--- config.mk ---
export PLATFORM = sky130hd
export DESIGN_NAME = piso_serial_tx_flat
export DESIGN_NICKNAME = d
export VERILOG_FILES = /design/src/rtl/piso_serial_tx_if.sv /design/src/rtl/piso_serial_tx.sv /design/src/flat_wrapper.sv
export SDC_FILE = /design/constraint.sdc
export NUM_CORES = 1
export LEC_CHECK = 0
export ABC_AREA = 1
export BUFFER_PORTS_ARGS = -buffer_cell sky130_fd_sc_hd__buf_2
export CAP_MARGIN = 0
export CORE_ASPECT_RATIO = 0.9
export CORE_MARGIN = 8
export CORE_UTILIZATION = 40
export CTS_BUF_LIST = sky130_fd_sc_hd__clkbuf_8
export DETAILED_ROUTE_END_ITERATION = 12
export PLACE_DENSITY = 0.71
export SLEW_MARGIN = 10
export SYNTH_ARGS = -nofsm -noshare
export SYNTH_HDL_FRONTEND = slang
export SYNTH_SLANG_ARGS = --single-unit
--- constraint.sdc ---
create_clock -name clk -period 3.98 [get_ports clk]
set_clock_uncertainty 0.1 [all_clocks]
set_input_delay 0 -clock clk [delete_from_list [all_inputs] [get_ports clk]]
set_output_delay 0 -clock clk [all_outputs]
set_load 0.01 [all_outputs]
--- src/rtl/piso_serial_tx_if.sv ---
// ---------------------------------------------------------------------------
// piso_serial_tx_if
// Bundles the producer handshake and the serial-side outputs of
// piso_serial_tx.
//   load_data   : parallel word offered by the producer (WIDTH bits)
//   load_valid  : producer offers load_data
//   load_ready  : transmitter accepts a word this cycle
//   sdo         : serial data bit
//   sdo_valid   : sdo carries a frame bit this cycle
//   frame_start : first bit of a frame
//   done        : last bit of a frame
//   busy        : a frame is being shifted (same as sdo_valid)
// Modports: master = producer/observer side, slave = transmitter side.
// ---------------------------------------------------------------------------
interface piso_serial_tx_if #(
  parameter int WIDTH = 8
);
  logic [WIDTH-1:0] load_data;
  logic             load_valid;
  logic             load_ready;
  logic             sdo;
  logic             sdo_valid;
  logic             frame_start;
  logic             done;
  logic             busy;

  modport master (
    output load_data, load_valid,
    input  load_ready, sdo, sdo_valid, frame_start, done, busy
  );

  modport slave (
    input  load_data, load_valid,
    output load_ready, sdo, sdo_valid, frame_start, done, busy
  );
endinterface

--- src/rtl/piso_serial_tx.sv ---
// ---------------------------------------------------------------------------
// piso_serial_tx
// Parallel-in serial-out transmitter. Takes one WIDTH-bit word per
// load_valid/load_ready handshake and sends it one bit per clk cycle,
// flagging the first bit with frame_start and the last with done.
//
// Parameters:
//   WIDTH     : word width, 2..32
//   LSB_FIRST : 1 = bit 0 goes first, 0 = bit WIDTH-1 goes first
// Ports:
//   clk         : clock, rising edge
//   async_reset : asynchronous active-high reset
//   bus         : piso_serial_tx_if slave modport (handshake + serial out)
// Build option:
//   PISO_PARITY_EN : append one even-parity bit (XOR of the word) after the
//                    data bits; done and the load_ready window move to it.
// ---------------------------------------------------------------------------
module piso_serial_tx #(
  parameter int WIDTH     = 8,
  parameter int LSB_FIRST = 1
) (
  input  logic              clk,
  input  logic              async_reset,
  piso_serial_tx_if.slave   bus
);

  localparam int CNT_W = $clog2(WIDTH + 1);
  localparam logic [CNT_W-1:0] LAST_IDX = CNT_W'(WIDTH - 1);
  localparam logic [CNT_W-1:0] PENULT_IDX = CNT_W'(WIDTH - 2);

  typedef enum logic [1:0] {
    ST_IDLE  = 2'd0,
    ST_SHIFT = 2'd1
`ifdef PISO_PARITY_EN
    ,
    ST_PARITY = 2'd2
`endif
  } state_e;

  state_e            state_q, state_d;
  logic [WIDTH-1:0]  shreg_q, shreg_d;
  logic [CNT_W-1:0]  cnt_q, cnt_d;   // index of the data bit now on sdo
  logic              sdo_q, sdo_d;
  logic              sdo_valid_q, sdo_valid_d;
  logic              frame_start_q, frame_start_d;
  logic              done_q, done_d;
`ifdef PISO_PARITY_EN
  logic              parity_q, parity_d;
`endif

  logic last_bit;
  logic load_ready;
  logic accept;

  // Final bit cycle of the frame: the only cycle (besides IDLE) in which a
  // new word may be taken, so back-to-back frames have no gap.
`ifdef PISO_PARITY_EN
  assign last_bit = (state_q == ST_PARITY);
`else
  assign last_bit = (state_q == ST_SHIFT) && (cnt_q == LAST_IDX);
`endif

  assign load_ready = (state_q == ST_IDLE) || last_bit;
  assign accept     = bus.load_valid && load_ready;

  // The first bit is placed on sdo at load, so the register keeps the word
  // pre-shifted by one and the head of the register is always the next bit.
  function automatic logic head_bit(input logic [WIDTH-1:0] v);
    return (LSB_FIRST != 0) ? v[0] : v[WIDTH-1];
  endfunction

  function automatic logic [WIDTH-1:0] shift_one(input logic [WIDTH-1:0] v);
    return (LSB_FIRST != 0) ? (v >> 1) : (v << 1);
  endfunction

  always_comb begin
    // NOTE: every combinational output gets a default first so that no path
    // leaves it unassigned, which would infer a latch.
    state_d       = state_q;
    shreg_d       = shreg_q;
    cnt_d         = cnt_q;
    sdo_d         = 1'b0;
    sdo_valid_d   = 1'b0;
    frame_start_d = 1'b0;
    done_d        = 1'b0;
`ifdef PISO_PARITY_EN
    parity_d      = parity_q;
`endif

    if (accept) begin
      shreg_d       = shift_one(bus.load_data);
      cnt_d         = '0;
      sdo_d         = head_bit(bus.load_data);
      sdo_valid_d   = 1'b1;
      frame_start_d = 1'b1;
      state_d       = ST_SHIFT;
`ifdef PISO_PARITY_EN
      parity_d      = ^bus.load_data;
`endif
    end else begin
      unique case (state_q)
        ST_SHIFT: begin
          if (cnt_q != LAST_IDX) begin
            sdo_d       = head_bit(shreg_q);
            shreg_d     = shift_one(shreg_q);
            cnt_d       = cnt_q + CNT_W'(1);
            sdo_valid_d = 1'b1;
`ifndef PISO_PARITY_EN
            done_d      = (cnt_q == PENULT_IDX);
`endif
          end else begin
`ifdef PISO_PARITY_EN
            state_d     = ST_PARITY;
            sdo_d       = parity_q;
            sdo_valid_d = 1'b1;
            done_d      = 1'b1;
`else
            state_d     = ST_IDLE;
`endif
          end
        end
`ifdef PISO_PARITY_EN
        ST_PARITY: state_d = ST_IDLE;
`endif
        default: state_d = ST_IDLE;
      endcase
    end
  end

  // NOTE: sequential state uses non-blocking assignments so every flop
  // samples the pre-edge values, independent of statement order.
  always_ff @(posedge clk or posedge async_reset) begin
    if (async_reset) begin
      state_q       <= ST_IDLE;
      shreg_q       <= '0;
      cnt_q         <= '0;
      sdo_q         <= 1'b0;
      sdo_valid_q   <= 1'b0;
      frame_start_q <= 1'b0;
      done_q        <= 1'b0;
`ifdef PISO_PARITY_EN
      parity_q      <= 1'b0;
`endif
    end else begin
      state_q       <= state_d;
      shreg_q       <= shreg_d;
      cnt_q         <= cnt_d;
      sdo_q         <= sdo_d;
      sdo_valid_q   <= sdo_valid_d;
      frame_start_q <= frame_start_d;
      done_q        <= done_d;
`ifdef PISO_PARITY_EN
      parity_q      <= parity_d;
`endif
    end
  end

  assign bus.load_ready  = load_ready;
  assign bus.sdo         = sdo_q;
  assign bus.sdo_valid   = sdo_valid_q;
  assign bus.frame_start = frame_start_q;
  assign bus.done        = done_q;
  assign bus.busy        = sdo_valid_q;

endmodule

--- src/flat_wrapper.sv ---
// flat-port wrapper written by rule: the top's interface ports become plain ports
module piso_serial_tx_flat 
#(
  parameter int WIDTH     = 8,
  parameter int LSB_FIRST = 1
)
  (clk, async_reset, bus_load_data, bus_load_valid, bus_load_ready, bus_sdo, bus_sdo_valid, bus_frame_start, bus_done, bus_busy);
  piso_serial_tx_if #(.WIDTH(WIDTH)) bus_i ();
  input  logic clk;
  input  logic async_reset;
  input wire logic [$bits(bus_i.load_data)-1:0] bus_load_data;
  input wire logic [$bits(bus_i.load_valid)-1:0] bus_load_valid;
  output wire logic [$bits(bus_i.load_ready)-1:0] bus_load_ready;
  output wire logic [$bits(bus_i.sdo)-1:0] bus_sdo;
  output wire logic [$bits(bus_i.sdo_valid)-1:0] bus_sdo_valid;
  output wire logic [$bits(bus_i.frame_start)-1:0] bus_frame_start;
  output wire logic [$bits(bus_i.done)-1:0] bus_done;
  output wire logic [$bits(bus_i.busy)-1:0] bus_busy;
  assign bus_i.load_data = bus_load_data;
  assign bus_i.load_valid = bus_load_valid;
  assign bus_load_ready = bus_i.load_ready;
  assign bus_sdo = bus_i.sdo;
  assign bus_sdo_valid = bus_i.sdo_valid;
  assign bus_frame_start = bus_i.frame_start;
  assign bus_done = bus_i.done;
  assign bus_busy = bus_i.busy;
  piso_serial_tx #(.WIDTH(WIDTH), .LSB_FIRST(LSB_FIRST)) u_core (.clk(clk), .async_reset(async_reset), .bus(bus_i));
endmodule
==> results of run 1 <==
[layout by cell type, fill, tap and decap left out]
master,count
nand2_4,1
buf_2,16
nand2_1,16
nand2_2,1
ha_1,2
o21ai_1,1
nand3_1,26
clkbuf_8,4
xor2_1,1
dfrtp_1,16
o21ai_0,2
nand3_2,1
nor2_1,2
inv_2,2
inv_1,5
dlygate4sd3_1,10
[what timing repair did]
action	CTS	global route
setup buffers	0	0
hold buffers	10	0
endpoints found under the hold margin	25	0
[layer usage]
metal	vias to the layer above	wire length (um)
met4	0	17
met5	-	0
met1	281	702
met2	18	670
met3	2	110
li1	312	-
[kinds of logic (layout without fill, tap and decap cells)]
family          after synthesis  in the layout  synth area share
buf+inv                      12             37            0.0895
fa+ha+maj                     2              2            0.0338
xor+xnor                      1              1            0.0118
simple gates                 47             47             0.304
compound gates                3              3            0.0203
flops                        16             16             0.541
[stage by stage]
| stage | power [mW] | setup WS [ns] | utilization | instances | hold slack [ns] |
|---|---|---|---|---|---|
| floorplan | 0.424 | 2.73 | - | 81 | -0.186 |
| global placement | 0.452 | 2.60 | 0.472 | 116 | -0.00705 |
| detailed placement | 0.459 | 2.53 | 0.472 | 116 | -0.00723 |
| CTS | 0.610 | 2.49 | 0.563 | 130 | 0.270 |
| global route | 0.660 | 2.38 | 0.563 | 130 | 0.313 |
| finish | 0.604 | 2.50 | 0.563 | 130 | 0.255 |
[registers in the layout, indices dropped and copies added (netlist names)]
name / count
u_core.bus.frame_start: 1
u_core.bus.done: 1
u_core.state_q: 1
u_core.bus.sdo: 1
u_core.bus.busy: 1
u_core.cnt_q: 4
u_core.shreg_q: 7
[cell type report]
class                   instances  area (um^2)  area share
well taps                      24         30.0      0.0311
inverters                       7         26.3      0.0272
repair buffers                 26          180       0.187
flip-flops and latches         16          400       0.415
clock buffers                   4         55.1      0.0570
multi-input cells              53          274       0.284
[cells in the mapped netlist]
| cell type | instances | area [um^2] |
|---|---|---|
| buf_6 | 2 | 22.5 |
| inv_1 | 5 | 18.8 |
| nand2_4 | 1 | 11.3 |
| nand3_2 | 1 | 10.0 |
| o21ai_0 | 2 | 10.0 |
| buf_2 | 2 | 10.0 |
| nand3_1 | 26 | 130 |
| buf_4 | 1 | 7.51 |
| nor2_1 | 2 | 7.51 |
| ha_1 | 2 | 25.0 |
| xor2_1 | 1 | 8.76 |
| nand2_1 | 16 | 60.1 |
| o21ai_1 | 1 | 5.00 |
| inv_2 | 2 | 7.51 |
| nand2_2 | 1 | 6.26 |
| dfrtp_1 | 16 | 400 |
[worst max-delay path, delay by kind of cell (launching register included)]
family / cells / cell delay, ns
adders and majority gates: 1 / 0.22
buffers and inverters: 1 / 0.18
DFF: 1 / 0.38
and+or+nand+nor: 2 / 0.34
[how the worst max path moves through the flow]
stage | depth (start not counted) | slack [ns] | endpoint
floorplan | 6 | 2.73 | u_core.shreg_q[0]
global placement | 6 | 2.60 | u_core.shreg_q[5]
detailed placement | 6 | 2.53 | u_core.shreg_q[5]
CTS | 4 | 2.49 | bus_load_ready
global route | 6 | 2.38 | u_core.shreg_q[5]
finish | 4 | 2.50 | bus_load_ready
[power by group]
part / switching (mW) / internal [mW] / total [mW] / leakage (nW)
Clock: 0.0524 / 0.0877 / 0.140 / 0.0288
Combinational: 0.127 / 0.0809 / 0.208 / 0.264
Sequential: 0.0367 / 0.219 / 0.256 / 0.202
Total: 0.217 / 0.388 / 0.604 / 0.495
==> run_results.csv, run 1 <==
group,metric,value,unit
run_status,status,"finished clean",
setup_path,critPathCaptureType,"output port",
synthesis,avgSynthCellArea,9.14,um^2
timing,setup_viol,0,
layout,fin_nets,120,
timing,fin_tns_setup,0,ns
floorplan,rows,14,
setup_path,crit_start,"u_core.cnt_q[1]",
global_route,top_usage_layer,"met2",
cts,h-tree-depth,1,
timing,relSlewSlack,0.614,
setup_path,critical_path.cell_chain,"ha_1, nand3_2, nand2_4, buf_2",
placed_design,dp_hpwl,1040,um
layout,drive_gt1_frac,0.236,
setup_path,crit_path_start_kind,"register",
global_route,grt_util_met2,0.145,
floorplan,initial_core_util,0.431,
synthesis,ys_ff_latch,16,
timing,rsz0062_at_grt,"no",
synthesis,synthCells,81,
global_route,gr-total-overflow,0,
cts,tritoncts,"done",
setup_path,reg2reg_depth,6,
synthesis,ys_types,16,
setup_path,max_stage_delay,0.38,ns
layout,fin_area,966,um^2
setup_path,crit_type,"reg -> out",
floorplan,die-height,56.8,um
setup_path,cp.required,3.88,ns
synthesis,yosys_warnings,0,
hold_path,hold_class,"in -> async",
synthesis,synthesis.area,741,um^2
synthesis,synth-seq-area-share,0.541,
global_route,antenna_found_initial,0,
cts,clock_sinks,16,
global_route,grt_pass1_vias,614,
flow_run,max_cap_violations,0,
route,first_pass_iters,6,
layout,fill_cells,159,
setup_path,worstReg2RegEnd,"u_core.shreg_q[5]",
floorplan,fp.dieArea,0.00349,mm^2
floorplan,die_x,61.4,um
timing,finalCritPeriodShare,0.372,
route,avgRoutedWirePerCell,11.5,um
timing,maxSlewViolCount,0,
cts,cts_inserted_buffers,3,
cts,clk_pin_slew,0.06,ns
setup_path,regToRegStartpoint,"u_core.cnt_q[1]",
floorplan,ios,17,
timing,hold_viol,0,
setup_path,crit_arrival,1.38,ns
setup_path,worstPathMaxFanout,24,
synthesis,syn-num-nets,94,
cts,cts.path.max_buffers,2,
placed_design,io_buffers,16,
timing,tightest_slew,0.578,ns
route,drcViolationCount,0,
cts,clockRootBuffer,"clkbuf_8",
route,initialDrtViolationCount,13,
timing,fmax,676,MHz
global_route,use_met1,0.121,
route,drt_wl_total,1500,um
setup_path,reg2reg_slack,2.52,ns
global_route,grt_pass1_wl,2660,um
route,antenna_left,0,
route,num_vias,613,
floorplan,core,0.00172,mm^2
cts,clkLatencyLatePin,0.25,ns
global_route,grt_max_degree,25,
placed_design,placed_area,811,um^2
route,via_per_inst,4.72,
layout,area_growth,30.4,%
power,p_leak,0.495,nW
power,ir_drop,0.325,mV
layout,antennaDiodeCount,0,
cts,post_cts_resized,0,
power,p_per_area,625,mW/mm^2
global_route,grt_usage,0.0994,
setup_path,cpMaxStageDelayCell,"dfrtp_1",
global_route,gr-usage-met3,0.0477,
timing,fin_crit,1.48,ns
placed_design,place.gp.congestion,0.762,
Power figures use the tool's default switching activity.
==> run 2, diff against run 1 <==
- PLACE_DENSITY: 0.71 -> 0.74
- clock period: 3.98 -> 1.3 ns (I/O delays scaled with it)
==> run_results.csv, run 2 (synthesis results as in run 1) <==
group,metric,value,unit
global_route,antenna_found_initial,0,
route,num_vias,646,
run_status,status,"finished clean",
route,met1Wirelength,803,um
layout,fin_nets,126,
hold_path,whs_endpoint,"u_core.bus.frame_start",
route,via_per_inst,4.79,
power,p_int,1.28,mW
cts,cts.path.max_buffers,2,
cts,clock_sinks,16,
timing,setup_viol,0,
setup_path,path_buf_inv,1,
power,p_comb_frac,0.437,
layout,largest_reg_flops,7,
setup_path,worstReg2RegEnd,"u_core.cnt_q[2]",
power,ir_drop,1.10,mV
route,met3RoutedLength,160,um
timing,rsz0062_at_grt,"yes",
layout,top_regs,"u_core.shreg_q (7), u_core.cnt_q (4)",
placed_design,dp_hpwl,1100,um
timing,fin_crit,1.29,ns
timing,hold_viol,0,
hold_path,min_path_cells,3,
layout,area_growth,41.0,%
global_route,grt_pass1_wl,2900,um
flow_run,max_cap_violations,0,
setup_path,crit_arrival,1.19,ns
global_route,grt_usage,0.109,
placed_design,place.gp.congestion,0.817,
layout,drive_gt1_frac,0.297,
timing,tightest_slew,0.593,ns
layout,final_cell_mix,"25 x nand3_1, 16 x nand2_1, 16 x dfrtp_1",
setup_path,critPathCaptureType,"output port",
timing,relSlewSlack,0.604,
setup_path,reg2reg_depth,6,
setup_path,cpMaxStageDelayCell,"dfrtp_1",
timing,maxSlewViolCount,0,
power,p_leak,0.533,nW
layout,antennaDiodeCount,0,
setup_path,crit_path_start_kind,"register",
power,clkPwrFrac,0.174,
route,avgRoutedWirePerCell,12.8,um
timing,fmax,776,MHz
floorplan,fp.dieArea,0.00349,mm^2
cts,h-tree-depth,1,
floorplan,rows,14,
route,drt_wl_total,1730,um
cts,clockRootBuffer,"clkbuf_8",
floorplan,initial_core_util,0.431,
layout,final_common_cell,"nand3_1",
setup_path,reg2reg_slack,0.02,ns
timing,setup_ws,0.0119,ns
route,dr_wl_met2,754,um
power,power,2.05,mW
setup_path,max_stage_delay,0.40,ns
placed_design,pre_cts_ws,-0.0905,ns
setup_path,worstPathMaxFanout,6,
global_route,gr-total-overflow,0,
power,switchingPower,0.774,mW
setup_path,critical_path.cell_chain,"ha_4, nand3_4, nand2_8, buf_6",
setup_path,crit_type,"reg -> out",
layout,fin_area,0.00104,mm^2
global_route,grt_pass1_vias,668,
hold_path,hold_class,"in -> reg",
cts,clkLatencyLatePin,0.24,ns
placed_design,placed_area,833,um^2
route,antenna_left,0,
route,drcViolationCount,0,
route,first_pass_iters,4,
route,maxUsedRoutingLayer,"met4",
setup_path,cp_top_family,"flip-flops",
floorplan,die_x,61.4,um
hold_path,min-delay-start,"bus_load_valid",
cts,tritoncts,"done",
placed_design,io_buffers,16,
floorplan,die-height,56.8,um
floorplan,core,0.00172,mm^2
setup_path,cp.required,1.20,ns
cts,clk_pin_slew,0.06,ns
route,initialDrtViolationCount,6,
global_route,grt_max_degree,17,
floorplan,ios,17,
power,p_per_area,1960,mW/mm^2
timing,hold_ws,0.0236,ns
layout,largest-register,"u_core.shreg_q",
timing,finalCritPeriodShare,0.991,
power,swShare,0.377,
power,seqPwrFrac,0.389,
setup_path,regToRegStartpoint,"u_core.cnt_q[0]",
cts,cts_inserted_buffers,3,
==> run 2: through the flow <==
stage / cells / TNS, ns / util
6_report: 135 / 0 / 0.609
5_1_grt: 135 / -0.203 / 0.609
4_1_cts: 134 / -0.0319 / 0.594
3_5_place_dp: 119 / -0.761 / 0.485
3_3_place_gp: 119 / -0.0701 / 0.485
2_1_floorplan: 81 / 0 / -
==> run 2: worst max path at each step <==
stage               startpoint           endpoint  slack, ns  depth (start not counted)
6_report       u_core.cnt_q[0]     bus_load_ready       0.01                          4
5_1_grt        u_core.cnt_q[1]     u_core.bus.sdo      -0.04                          7
4_1_cts        u_core.cnt_q[1]  u_core.shreg_q[4]      -0.01                          6
3_5_place_dp   u_core.cnt_q[0]  u_core.shreg_q[4]      -0.09                          6
3_3_place_gp   u_core.cnt_q[0]  u_core.shreg_q[3]      -0.02                          6
2_1_floorplan  u_core.cnt_q[1]  u_core.shreg_q[0]       0.05                          6
==> run 2: what timing repair did <==
item	CTS	global route
buffers inserted	1	1
pin swaps	4	2
resized for setup	4	4
endpoints found under the hold margin	24	0
cloned	2	0
hold buffers	9	0
setup endpoints to repair	12	13
==> run 2: per-layer routing <==
layer,vias up,track usage
li1,329,-
met1,292,0.138
met2,23,0.160
met3,2,0.0477
met4,0,0.0357
met5,-,0
==> run 2: layout make-up <==
class / instances / area [um^2]
well taps: 24 / 30.0
repair buffers: 30 / 214
multi-input cells: 55 / 330
inverters: 7 / 28.8
flip-flops and latches: 16 / 400
clock buffers: 3 / 41.3
fillers: 159 / 672
==> run 2: power groups by stage <==
stage / clock network [mW] / registers (mW) / logic [mW]
after floorplan: 0 / 0.781 / 0.518
after global placement: 0 / 0.759 / 0.686
after detailed placement: 0 / 0.768 / 0.712
after CTS: 0.366 / 0.783 / 0.849
after global routing: 0.393 / 0.810 / 1.01
final: 0.357 / 0.798 / 0.897
==> run 2: worst register-to-register path, cell delays in order, from the launching register on <==
cell,delay (ns)
dfrtp_1,0.40
ha_4,0.18
buf_4,0.13
buf_4,0.12
xor2_1,0.13
nand3_1,0.07
nand2_1,0.05
